### config.mk
export PLATFORM = sky130hd
export DESIGN_NAME = whack_judge
export DESIGN_NICKNAME = d
export VERILOG_FILES = /design/src/rtl/whack_judge.sv
export SDC_FILE = /design/constraint.sdc
export NUM_CORES = 1
export LEC_CHECK = 0
export ABC_AREA = 1
export CAP_MARGIN = 30
export CORE_MARGIN = 8
export CORE_UTILIZATION = 46
export CTS_CLUSTER_SIZE = 16
export DETAILED_ROUTE_END_ITERATION = 10
export GPL_ROUTABILITY_DRIVEN = 0
export HOLD_SLACK_MARGIN = 0.02
export PLACE_DENSITY = 0.8
export SYNTH_ARGS = -nofsm -noshare
export SYNTH_HDL_FRONTEND = slang
export SYNTH_SLANG_ARGS = --single-unit
### constraint.sdc
create_clock -name clk -period 4.55 [get_ports clk]
set_clock_uncertainty 0.15 [all_clocks]
set_input_delay 1.1375 -clock clk [delete_from_list [all_inputs] [get_ports clk]]
set_output_delay 1.1375 -clock clk [all_outputs]
set_load 0.01 [all_outputs]
### src/rtl/whack_judge.sv
// whack_judge: player-side judge for the whack-a-mole game.
// Debounces five hole buttons and judges each press as a hit or a miss
// against the generator's moles word. It issues one-cycle kill pulses and
// keeps the score, the miss count and the game timer.
//
// Ports:
//   clk        system clock, rising edge
//   rst_n      asynchronous active-low reset
//   start      level; starts a game from IDLE or restarts it from OVER
//   btn[4:0]   raw asynchronous buttons, bit i = hole i, active high
//   moles[19:0] generator status, nibble i nonzero = mole in hole i
//   kill_list  registered one-cycle kill pulse per hole
//   score      saturating score (clamped to SCORE_MAX)
//   miss_cnt   presses on empty holes, saturating at 255
//   playing    high in PLAY
//   game_over  high in OVER
//   time_left  remaining PLAY cycles
//
// State table:
//   IDLE | after reset; waits for start, presses discarded
//   PLAY | game running; time_left counts down, presses judged
//   OVER | time expired; score/miss frozen, start begins a new game
module whack_judge #(
  parameter int DEBOUNCE_CYCLES = 4,
  parameter int GAME_CYCLES     = 1000,
  parameter int SCORE_MAX       = 9999,
  parameter int HIT_POINTS      = 1
) (
  input  logic        clk,
  input  logic        rst_n,
  input  logic        start,
  input  logic [4:0]  btn,
  input  logic [19:0] moles,
  output logic [4:0]  kill_list,
  output logic [15:0] score,
  output logic [7:0]  miss_cnt,
  output logic        playing,
  output logic        game_over,
  output logic [31:0] time_left
);

  localparam int              CW        = $clog2(DEBOUNCE_CYCLES + 1);
  localparam logic [CW-1:0]   DB_TC     = CW'(DEBOUNCE_CYCLES);
  localparam logic [18:0]     SCORE_CAP = 19'(SCORE_MAX);
  localparam logic [18:0]     POINTS    = 19'(HIT_POINTS);

  typedef enum logic [1:0] {IDLE, PLAY, OVER} state_t;

  state_t        state;
  logic [4:0]    sync1, sync2;
  logic [4:0]    deb, deb_d;
  logic [CW-1:0] cnt [5];
  logic [4:0]    lock;

  logic [4:0]    press;
  logic [4:0]    field_nz;
  logic [4:0]    hit, miss;
  logic [2:0]    hit_n, miss_n;
  logic [18:0]   score_sum;
  logic [15:0]   score_next;
  logic [8:0]    miss_sum;
  logic [7:0]    miss_next;

  // Synchronizer and debouncer run in every state so the debounced level
  // always tracks the pads; only the judging is gated by PLAY.
  always_ff @(posedge clk or negedge rst_n) begin
    if (!rst_n) begin
      sync1 <= '0;
      sync2 <= '0;
      deb   <= '0;
      deb_d <= '0;
      for (int i = 0; i < 5; i++) cnt[i] <= '0;
    end else begin
      sync1 <= btn;
      sync2 <= sync1;
      deb_d <= deb;
      for (int i = 0; i < 5; i++) begin
        if (sync2[i] == deb[i]) begin
          cnt[i] <= '0;
        end else if (cnt[i] == DB_TC) begin
          deb[i] <= sync2[i];
          cnt[i] <= '0;
        end else begin
          cnt[i] <= cnt[i] + 1'b1;
        end
      end
    end
  end

  always_comb begin
    press    = deb & ~deb_d;
    field_nz = '0;
    for (int i = 0; i < 5; i++) field_nz[i] = |moles[4*i +: 4];
    // A locked hole with a mole still present is neither hit nor miss.
    hit      = press & field_nz & ~lock & {5{state == PLAY}};
    miss     = press & ~field_nz & {5{state == PLAY}};
    hit_n    = '0;
    miss_n   = '0;
    for (int i = 0; i < 5; i++) begin
      hit_n  = hit_n + {2'b00, hit[i]};
      miss_n = miss_n + {2'b00, miss[i]};
    end
    score_sum  = {3'b000, score} + POINTS * {16'h0000, hit_n};
    score_next = (score_sum > SCORE_CAP) ? SCORE_CAP[15:0] : score_sum[15:0];
    miss_sum   = {1'b0, miss_cnt} + {6'b000000, miss_n};
    miss_next  = miss_sum[8] ? 8'hFF : miss_sum[7:0];
  end

  always_ff @(posedge clk or negedge rst_n) begin
    if (!rst_n) begin
      state     <= IDLE;
      kill_list <= '0;
      score     <= '0;
      miss_cnt  <= '0;
      playing   <= 1'b0;
      game_over <= 1'b0;
      time_left <= '0;
      lock      <= '0;
    end else begin
      kill_list <= hit;
      // Lock is held until the generator clears the mole.
      lock      <= (lock | hit) & field_nz;
      unique case (state)
        IDLE, OVER: begin
          if (start) begin
            state     <= PLAY;
            playing   <= 1'b1;
            game_over <= 1'b0;
            score     <= '0;
            miss_cnt  <= '0;
            time_left <= 32'(GAME_CYCLES);
            lock      <= '0;
          end
        end
        PLAY: begin
          score    <= score_next;
          miss_cnt <= miss_next;
          if (time_left == 32'd1) begin
            state     <= OVER;
            playing   <= 1'b0;
            game_over <= 1'b1;
            time_left <= '0;
          end else begin
            time_left <= time_left - 32'd1;
          end
        end
        default: state <= IDLE;
      endcase
    end
  end

endmodule

==> flow_summary_export.csv, run 1 <==
group,metric,value,unit
pwr,power.density,528,nW/um^2
synth,yosys_warnings,0,
clock_tree,cts_buffers,9,
route,wl_met3,835,um
worst_hold_path,min_delay_worst_endpoint,"sync2[1]",
route,maxUsedRoutingLayer,"met4",
floorplan,die_w,128,um
clock_tree,clock_sinks,105,
critical_path,crit_type,"primary input to flip-flop",
critical_path,end_kind,"flip-flop",
route,wl_per_cell,14.3,um
critical_path,start_kind,"primary input",
sta,worst_pin_slew,0.751,ns
worst_hold_path,hold_path_class,"flip-flop to flip-flop",
worst_hold_path,hold_depth,0,
floorplan,num_rows,41,
floorplan,ioPinCount,91,
grt,grt_pass1_vias,5036,
sta,slew_headroom,49.8,%
route,vias_per_cell,5.01,
floorplan,die_area,16400,um^2
flow_run,max-cap-violations,0,
critical_path,path_max_fanout,5,
critical_path,reg2reg_setup_slack,0.40,ns
pwr,p_leak,3.66,nW
floorplan,initial_utilization,46.4,%
layout,final_cells,1019,
grt,track_usage,17.9,%
synth,async_flop_share,100,%
grt,grt_max_degree,66,
pwr,power,4.07,mW
route,drc,0,
clock_tree,hold_buffers,0,
route,dr.pass1.iters,4,
layout,area_growth,33.7,%
sta,timing.final.crit_share,97.0,%
sta,fin_crit,4.41,ns
synth,seq_area_frac_synth,45.6,%
layout,nFillCells,1026,
synth,syn_avg_cell_area,8.15,um^2
clock_tree,ctsHtreeMaxLevel,3,
route,drt_first_iter_violations,294,
grt,antenna_found_initial,0,
route,ant_nets,0,
synth,dominantRegCellSynth,"dfrtp_1",
worst_hold_path,hp-start,"sync1[1]",
route,wl_met1,6270,um
sta,fmax,227,MHz
outcome,run_status,"finished, final reports clean",
route,drt-total-wl,14500,um
grt,grt_overflow,0,
placement,dp.cells,998,
synth,synth_fp_nets,761,
grt,grt_pass1_wl,23400,um
critical_path,reg2regPathDepth,23,
synth,ys_types,37,
synth,synth_edf_count,0,
placement,dpl.hpwl,10200,um
critical_path,arrival,4.50,ns
pwr,ir_worst_vdd,0.000402,V
critical_path,rr_startpoint,"state[1]",
critical_path,r2r-end,"score[10]",
route,route.met2.wl,7250,um
layout,layout.nets,896,
floorplan,core,12400,um^2
clock_tree,worstSkewPairLatency,0.36,ns
sta,holdWs,0.205,ns
clock_tree,clk_path_buf_depth,2,
sta,setup_violations,0,
sta,hold_viol,0,
floorplan,fp.dieH,128,um
synth,synth-seq-cells,105,
route,vias,5105,
layout,drive_gt1_share,15.2,%
critical_path,required,4.64,ns
clock_tree,clk_pin_slew,0.07,ns
synth,synth_area,5760,um^2
clock_tree,tritoncts,"done",
layout,n_antenna_cell,0,
placement,io_buffers,90,
clock_tree,cts-root-buf,"clkbuf_16",
synth,synthCells,707,
sta,maxSlewViolCount,0,
[where the power goes]
| group | switching (mW) | total (mW) | leakage, nW | internal (mW) |
|---|---|---|---|---|
| sequential | 0.271 | 1.49 | 1.34 | 1.22 |
| combinational | 0.917 | 1.71 | 2.16 | 0.796 |
| clock | 0.375 | 0.869 | 0.164 | 0.494 |
| total | 1.56 | 4.07 | 3.66 | 2.51 |
[layer usage]
| layer | track usage [%] | vias to the layer above |
|---|---|---|
| met5 | 0 | - |
| met4 | 5.52 | 0 |
| met3 | 4.95 | 16 |
| met2 | 30.4 | 127 |
| met1 | 21.6 | 2435 |
| li1 | - | 2527 |
[registers in the layout (all words and copies together), names as in the netlist]
| signal | flops |
|---|---|
| cnt | 15 |
| deb | 5 |
| deb_d | 5 |
| game_over | 1 |
| kill_list | 5 |
| lock | 5 |
| miss_cnt | 8 |
| playing | 1 |
| score | 16 |
| state | 2 |
| sync1 | 5 |
| sync2 | 5 |
| time_left | 32 |
[cells by family after synthesis]
| kind of cell | share of synthesized area (%) |
|---|---|
| flip-flops | 45.6 |
| AO/OA/AOI/OAI | 8.05 |
| AND/OR/NAND/NOR | 26.9 |
| XOR/XNOR | 4.86 |
| adder cells (fa/ha/maj) | 6.43 |
| buffers and inverters | 8.21 |
[what timing repair did]
item | 4_1_cts | 5_1_grt
setup endpoints to repair | 16 | 21
pin swaps | 16 | 25
cloned | 1 | 1
setup buffers | 1 | 2
gates resized for setup | 32 | 22
[layout make-up]
cell class	instances	area [um^2]	share of cell area (%)
multi-input cells	480	2850	37.0
well taps	172	215	2.79
clock buffers	9	225	2.92
repair buffers	133	1250	16.2
clock inverters	7	109	1.41
inverters	113	424	5.51
flip-flops and latches	105	2630	34.1
[critical path, cell delays in order]
cell and delay, ns:
clkdlybuf4s15_1 0.21, nor4_4 0.33, nor3_2 0.10, fa_1 0.50, inv_2 0.04, fa_1 0.51, inv_2 0.05, ha_4 0.15
fa_2 0.36, buf_6 0.13, nand2_2 0.06, nand2_2 0.07, nand2_2 0.07, nand2_2 0.07, nand2_2 0.09, nand3_4 0.09
nor2_4 0.12, nor2_4 0.06, nand3_4 0.15, nand3_2 0.08, nand2_1 0.07, nand2_1 0.06
[worst max path at each step]
stage,from,endpoint,cells past startpoint
6_report,moles[10],score[10],22
2_1_floorplan,moles[1],score[4],18
4_1_cts,moles[2],score[11],21
3_3_place_gp,moles[1],score[11],19
5_1_grt,moles[3],score[11],20
3_5_place_dp,moles[1],score[11],19
[cells in the mapped netlist (4+ instances only)]
library cell | instances | area share [%]
buf_2 | 6 | 0.52
nor4_1 | 7 | 0.76
clkbuf_1 | 5 | 0.33
fa_1 | 6 | 2.1
ha_1 | 20 | 4.3
xnor2_1 | 12 | 1.8
o22ai_1 | 17 | 1.8
a21oi_1 | 19 | 1.7
nor2_4 | 4 | 0.78
nand2_2 | 9 | 0.98
o21ai_0 | 31 | 2.7
nor2_1 | 84 | 5.5
nand3_1 | 44 | 3.8
o21ai_2 | 5 | 0.76
nand2_1 | 141 | 9.2
nor2_2 | 7 | 0.76
nand4_1 | 11 | 1.2
dfrtp_1 | 105 | 46
xor2_1 | 20 | 3.0
inv_1 | 110 | 7.2
nor3_1 | 23 | 2.0
[layout by cell type (no fill, tap or decap), types with 2 or more instances in the layout]
cell type and count:
nor3_1 20, buf_6 2, nor2_4 8, nand4_1 11, ha_1 19, clkbuf_16 9, nand2_1 134, nor2_1 80
inv_2 6, nor4_4 2, o21ai_1 2, clkdlybuf4s15_1 3, inv_8 2, nor4_1 5, a31oi_1 2, nand3_4 4
o22ai_1 17, nand3_1 36, dfrtp_1 105, nor2_2 8, xor2_1 19, o21ai_2 5, clkinv_4 2, nand2_4 3
xnor2_1 12, buf_4 40, clkdlybuf4s50_1 81, inv_1 107, bufinv_16 2, a21oi_1 19, nor3_2 4, nand2_2 15
fa_1 5, nand3_2 8, o21ai_0 30, o21a_1 2, dlygate4sd2_1 3
[through the flow]
stage	worst slack (ns)	utilization (%)	TNS (ns)	area [um^2]
floorplan	0.0283	-	0	5780
CTS	0.0338	61.3	0	7620
global placement	-0.472	57.4	-8.39	7130
global route	-0.00685	62.1	-0.00685	7700
finish	0.136	62.1	0	7700
detailed placement	-0.515	57.7	-9.26	7170
Note: power is estimated with default switching activity, not from simulation.
==> inputs of run 2 (changes only) <==
--- a/config.mk
+++ b/config.mk
@@ -17,3 +17,4 @@
 export SYNTH_ARGS = -nofsm -noshare
 export SYNTH_HDL_FRONTEND = slang
 export SYNTH_SLANG_ARGS = --single-unit
+export TNS_END_PERCENT = 50
==> results of run 2 <==
The final DEF is identical to that of run 1; final timing and power are the same.
==> inputs of run 3 (changes only) <==
--- a/config.mk
+++ b/config.mk
@@ -6,6 +6,7 @@
 export NUM_CORES = 1
 export LEC_CHECK = 0
 export ABC_AREA = 1
+export ABC_CLOCK_PERIOD_IN_PS = 4550
 export CAP_MARGIN = 30
 export CORE_MARGIN = 8
 export CORE_UTILIZATION = 46
==> results of run 3 <==
The final DEF is identical to that of run 1; final timing and power are the same.
